<file path="config.mk">
export PLATFORM = sky130hd
export DESIGN_NAME = mux2x1_arb_ctrl_flat
export DESIGN_NICKNAME = d
export VERILOG_FILES = /design/src/rtl/mux_arb_pkg.sv /design/src/rtl/mux2x1_arb_ctrl_if.sv /design/src/rtl/mux2x1_vec.sv /design/src/rtl/mux2x1_arb_ctrl.sv /design/src/flat_wrapper.sv
export SDC_FILE = /design/constraint.sdc
export NUM_CORES = 1
export LEC_CHECK = 0
export ABC_AREA = 0
export BUFFER_PORTS_ARGS = -buffer_cell sky130_fd_sc_hd__buf_2
export CAP_MARGIN = 20
export CORE_AREA = 2 2 39 41
export DETAILED_ROUTE_END_ITERATION = 8
export DIE_AREA = 0 0 41 43
export GPL_ROUTABILITY_DRIVEN = 0
export PLACE_DENSITY_LB_ADDON = 0.08
export SYNTH_ARGS = -nofsm -noshare
export SYNTH_HDL_FRONTEND = slang
export SYNTH_SLANG_ARGS = --single-unit
</file>
<file path="constraint.sdc">
create_clock -name clk -period 1.8 [get_ports clk]
set_input_delay 0.09 -clock clk [delete_from_list [all_inputs] [get_ports clk]]
set_output_delay 0.09 -clock clk [all_outputs]
set_load 0.01 [all_outputs]
</file>
<file path="src/rtl/mux_arb_pkg.sv">
// Shared types and constants for the two-channel mux arbiter front-end.
package mux_arb_pkg;

    // Output register occupancy
    typedef enum logic {
        EMPTY = 1'b0,
        FULL  = 1'b1
    } arb_state_e;

    // Channel indices, also the mux select encoding
    localparam logic CH0 = 1'b0;
    localparam logic CH1 = 1'b1;

    // Width of the optional per-channel grant counters
    localparam int unsigned ARB_CNT_W = 16;

endpackage : mux_arb_pkg

</file>
<file path="src/rtl/mux2x1_arb_ctrl_if.sv">
// Handshake/data bundle between two input streams, the arbiter and the
// merged output stream. The slave modport is the arbiter's view.
interface mux2x1_arb_ctrl_if #(
    parameter int W = 1
);
    logic         in0_valid;
    logic [W-1:0] in0_data;
    logic         in0_ready;
    logic         in1_valid;
    logic [W-1:0] in1_data;
    logic         in1_ready;
    logic         s;
    logic         out_valid;
    logic [W-1:0] out_data;
    logic         out_ready;

    modport slave (
        input  in0_valid, in0_data, in1_valid, in1_data, out_ready,
        output in0_ready, in1_ready, s, out_valid, out_data
    );

    modport master (
        output in0_valid, in0_data, in1_valid, in1_data, out_ready,
        input  in0_ready, in1_ready, s, out_valid, out_data
    );
endinterface : mux2x1_arb_ctrl_if

</file>
<file path="src/rtl/mux2x1_vec.sv">
// W-bit combinational 2:1 multiplexer: y = s ? a1 : a0.
module mux2x1_vec #(
    parameter int W = 1
) (
    input  logic [W-1:0] a0,
    input  logic [W-1:0] a1,
    input  logic         s,
    output logic [W-1:0] y
);

    // Select between the two words
    always_comb begin
        y = s ? a1 : a0;
    end

endmodule : mux2x1_vec

</file>
<file path="src/rtl/mux2x1_arb_ctrl.sv">
// Round-robin arbiter for two valid/ready streams feeding a 2:1 mux, with a
// one-entry registered output stage. Owns the mux select line.
// Optional build macro: MUX_ARB_STATS_EN adds saturating per-channel
// grant counters grant0_cnt / grant1_cnt.
module mux2x1_arb_ctrl
    import mux_arb_pkg::*;
#(
    parameter int W = 1
) (
    input  logic                 clk,
    input  logic                 rst,
    mux2x1_arb_ctrl_if.slave     bus
`ifdef MUX_ARB_STATS_EN
    ,
    output logic [ARB_CNT_W-1:0] grant0_cnt,
    output logic [ARB_CNT_W-1:0] grant1_cnt
`endif
);

    arb_state_e   state;
    arb_state_e   state_nxt;
    logic         last;
    logic         load_en;
    logic         gnt_vld;
    logic         gnt_ch;
    logic         sel;
    logic [W-1:0] mux_y;
    logic [W-1:0] data_q;

    // Grant, load enable and next-state; reset forces no grant so s and the
    // readies drop immediately rather than at the next edge
    always_comb begin
        load_en   = (state == EMPTY) | bus.out_ready;
        gnt_vld   = 1'b0;
        gnt_ch    = CH0;
        state_nxt = state;
        if (!rst && load_en) begin
            unique case ({bus.in1_valid, bus.in0_valid})
                2'b01:   begin gnt_vld = 1'b1; gnt_ch = CH0;   end
                2'b10:   begin gnt_vld = 1'b1; gnt_ch = CH1;   end
                2'b11:   begin gnt_vld = 1'b1; gnt_ch = ~last; end
                default: begin gnt_vld = 1'b0; gnt_ch = CH0;   end
            endcase
        end
        if (gnt_vld) begin
            state_nxt = FULL;
        end else if (bus.out_ready) begin
            state_nxt = EMPTY;
        end
    end

    assign sel           = gnt_vld & gnt_ch;
    assign bus.s         = sel;
    assign bus.in0_ready = gnt_vld & (gnt_ch == CH0);
    assign bus.in1_ready = gnt_vld & (gnt_ch == CH1);
    assign bus.out_valid = (state == FULL);
    assign bus.out_data  = data_q;

    mux2x1_vec #(.W(W)) u_mux (
        .a0 (bus.in0_data),
        .a1 (bus.in1_data),
        .s  (sel),
        .y  (mux_y)
    );

    // Occupancy state register
    always_ff @(posedge clk or posedge rst) begin
        if (rst) begin
            state <= EMPTY;
        end else begin
            state <= state_nxt;
        end
    end

    // Output word and round-robin pointer update on each grant
    always_ff @(posedge clk or posedge rst) begin
        if (rst) begin
            data_q <= '0;
            last   <= CH1;
        end else if (gnt_vld) begin
            data_q <= mux_y;
            last   <= gnt_ch;
        end
    end

`ifdef MUX_ARB_STATS_EN
    // Saturating per-channel accept counters
    always_ff @(posedge clk or posedge rst) begin
        if (rst) begin
            grant0_cnt <= '0;
            grant1_cnt <= '0;
        end else begin
            if (bus.in0_ready && grant0_cnt != '1) begin
                grant0_cnt <= grant0_cnt + 1'b1;
            end
            if (bus.in1_ready && grant1_cnt != '1) begin
                grant1_cnt <= grant1_cnt + 1'b1;
            end
        end
    end
`endif

endmodule : mux2x1_arb_ctrl
</file>
<file path="src/flat_wrapper.sv">
// flat-port wrapper written by rule: the top's interface ports become plain ports
module mux2x1_arb_ctrl_flat import mux_arb_pkg::*;
#(
    parameter int W = 1
)
  (clk, rst, bus_in0_valid, bus_in0_data, bus_in1_valid, bus_in1_data, bus_out_ready, bus_in0_ready, bus_in1_ready, bus_s, bus_out_valid, bus_out_data);
  mux2x1_arb_ctrl_if #(.W(W)) bus_i ();
  input  logic clk;
  input  logic rst;
  input wire logic [$bits(bus_i.in0_valid)-1:0] bus_in0_valid;
  input wire logic [$bits(bus_i.in0_data)-1:0] bus_in0_data;
  input wire logic [$bits(bus_i.in1_valid)-1:0] bus_in1_valid;
  input wire logic [$bits(bus_i.in1_data)-1:0] bus_in1_data;
  input wire logic [$bits(bus_i.out_ready)-1:0] bus_out_ready;
  output wire logic [$bits(bus_i.in0_ready)-1:0] bus_in0_ready;
  output wire logic [$bits(bus_i.in1_ready)-1:0] bus_in1_ready;
  output wire logic [$bits(bus_i.s)-1:0] bus_s;
  output wire logic [$bits(bus_i.out_valid)-1:0] bus_out_valid;
  output wire logic [$bits(bus_i.out_data)-1:0] bus_out_data;
  assign bus_i.in0_valid = bus_in0_valid;
  assign bus_i.in0_data = bus_in0_data;
  assign bus_i.in1_valid = bus_in1_valid;
  assign bus_i.in1_data = bus_in1_data;
  assign bus_i.out_ready = bus_out_ready;
  assign bus_in0_ready = bus_i.in0_ready;
  assign bus_in1_ready = bus_i.in1_ready;
  assign bus_s = bus_i.s;
  assign bus_out_valid = bus_i.out_valid;
  assign bus_out_data = bus_i.out_data;
  mux2x1_arb_ctrl #(.W(W)) u_core (.clk(clk), .rst(rst), .bus(bus_i));
endmodule
</file>
==> results.py <==
metrics = {
    "detailed_routing": {
        "via_per_inst": 3.84,
        "postRouteAntennaNets": 0,
        "num_vias": 196,
        "drtIter0Drc": 1,
        "drtPass1Iterations": 2,
        "drcViolationCount": 0,
        "wl_um": 531,
        "avgRoutedWirePerCell_um": 10.4,
    },
    "pwr": {
        "clockPowerShare_pct": 41.3,
        "switchingPower_w": 0.0000737,
        "intPower_w": 0.000203,
        "p_sw_share_pct": 26.6,
        "combPwrFrac_pct": 24.6,
        "leakage_nw": 0.161,
        "seq_power_share_pct": 34.1,
        "ir_worst_vdd_uv": 263,
        "fin_total_pwr_w": 0.000277,
        "pwr_density_cell_nw_per_um2": 929,
    },
    "synthesis": {
        "synth_edf_count": 0,
        "yosysUniqueCellTypes": 16,
        "seq_area_frac_synth_pct": 39.4,
        "async_reset_ff_share_pct": 100,
        "ys.flop_type": "dfrtp_1",
        "synthCells": 20,
        "postSynthAreaPerCell_um2": 9.70,
        "synth_fp_nets": 27,
        "yosysWarnings": 0,
        "syn_area_um2": 194,
        "ys_ff_latch": 3,
    },
    "grt": {
        "grt_usage_pct": 7.24,
        "grt_pass1_wl_um": 828,
        "grt-ovfl-total": 0,
        "first_global_vias": 209,
        "grt_antenna_before_repair": 0,
        "grt_max_degree": 6,
    },
    "placement": {
        "place_area_um2": 262,
        "io_buffers": 11,
    },
    "critical_path": {
        "critPathMaxFanout": 3,
        "critPathTopFamily": "flip-flops",
        "cp_slowest_cell": "dfstp_2",
        "critical_path_buf_inv_count": 2,
        "reg2reg_slack_ns": 0.42,
        "crit_required_ns": 1.71,
        "crit_path_end_kind": "output pin",
        "crit_chain": "a21boi_1 > or4_4 > inv_1 > buf_2",
        "crit_arrival_ns": 1.52,
        "cp-start-kind": "flop",
        "slowest_delay_ns": 0.54,
        "critical_path_class": "flop to output pin",
    },
    "sta": {
        "clock.fmax_ghz": 0.621,
        "clock_skew_ns": 0.000865,
        "min_period_ns": 1.61,
        "slew_headroom_pct": 78.3,
        "setup_viol": 0,
        "finalSetupTns_ns": 0,
        "post-route-period-util_pct": 89.5,
        "rsz0062_at_grt": "no",
        "slew_viol_final": 0,
        "worst-slew-pin-transition_ns": 0.323,
        "hold_viol": 0,
    },
    "worst_hold_path": {
        "hold_path_class": "input port to flop",
    },
    "finish": {
        "stdcell_area_um2": 298,
        "most-common-layout-cells": "11 x buf_2, 3 x clkbuf_4",
        "regArea_um2": 76.3,
        "fin_nets": 43,
        "drive_above_1_share_pct": 54.3,
        "final_common_cell": "buf_2",
        "n_fill_cell": 168,
        "fin_util_pct": 21.5,
        "diodes": 0,
        "syn2layout_area_growth_pct": 53.5,
        "multi_input_area_um2": 103,
    },
    "floorplanning": {
        "core-area_um2": 1380,
        "die_height_um": 43,
        "pin_count": 12,
        "die_x_um": 41,
        "fp.dieArea_um2": 1760,
        "start_util_pct": 14.0,
        "row_count": 14,
    },
    "clock_tree": {
        "post_cts_buffers": 0,
        "clock_latency_ns": 0.23,
        "cts.reportedPaths.clkPinSlew_ns": 0.04,
        "htree_levels": 1,
        "cts_sinks": 3,
        "cts-root-buf": "clkbuf_4",
        "cts_tree": "done",
        "cts_buffer_depth": 2,
        "cts_buffers": 3,
    },
    "job": {
        "max_cap_violations": 0,
    },
    "status": {
        "status": "completed",
    },
}
## Yosys cell counts (all sizes together) (2+ instances only)
cell type  count  area (µm²)
dfrtp          2        50.1
inv            2        7.51
nor2           2        7.51
o31ai          2        15.0
## metal layers
layer  track usage [%]  wire [µm]  part of all wire, %  vias to the layer above
li1                  -          -                    -                      101
met1              8.41        227                   43                       87
met2              10.6        248                   47                        8
met3              1.57         55                   10                        0
met4              6.00          0                    0                        0
met5                 0          0                    0                        -
## path summary, 6_finish.rpt
check	start	end	depth (start not counted)
setup / recovery	u_core.last$_DFFE_PP1P_	bus_in0_ready	4
hold / removal	bus_out_ready	u_core.bus.out_valid$_DFFE_PP0P_	3
setup reg to reg	u_core.last$_DFFE_PP1P_	u_core.last$_DFFE_PP1P_	3
hold reg to reg	u_core.bus.out_data$_DFFE_PP0P_	u_core.bus.out_data$_DFFE_PP0P_	2
max in group asynchronous	rst	u_core.last$_DFFE_PP1P_	3
min in group asynchronous	rst	u_core.bus.out_valid$_DFFE_PP0P_	3
## sequential cells by signal (all words and copies together) (netlist names)
name / flops
u_core.bus.out_valid: 1
u_core.bus.out_data: 1
u_core.last: 1
## what timing repair did
action / in CTS / in global routing
hold buffers: 1 / 0
gates resized for setup: 0 / 0
hold endpoints to repair: 3 / 0
## worst reg2reg max path: cells and delay by family (launching register included)
kind / cells / cell delay (ns)
DFF: 1 / 0.54
AOI/OAI and AO/OA: 2 / 0.28
and+or+nand+nor: 1 / 0.49
## power by group through the flow
stage                     clock [W]  combinational [W]  sequential [W]
final                      0.000114          0.0000680       0.0000944
after detailed placement          0          0.0000681       0.0000959
after global routing       0.000128          0.0000764       0.0000971
after CTS                  0.000120          0.0000700       0.0000950
after floorplan                   0          0.0000387       0.0000959
after global placement            0          0.0000676       0.0000949
## kinds of logic after synthesis
| group | after synthesis | share of synthesized area, % |
|---|---|---|
| AOI/OAI and AO/OA | 6 | 23.9 |
| buffers and inverters | 3 | 7.74 |
| DFF | 3 | 39.4 |
| and+or+nand+nor | 8 | 29.0 |
## final cells by class
type	instances	share of cell area, %
timing repair buffer	12	21.8
clock buffer	4	8.82
multi-input combinational	14	34.5
tap	16	6.72
inverter	2	2.52
sequential	3	25.6
## metrics by stage
step | hold slack [ns] | worst slack (ns) | instances
2_1_floorplan | -0.149 | 0.492 | 20
3_3_place_gp | 0.0229 | 0.429 | 46
3_5_place_dp | 0.0166 | 0.414 | 46
4_1_cts | 0.168 | 0.168 | 51
5_1_grt | 0.185 | 0.101 | 51
6_report | 0.169 | 0.189 | 51
Power figures use the tool's default switching activity.
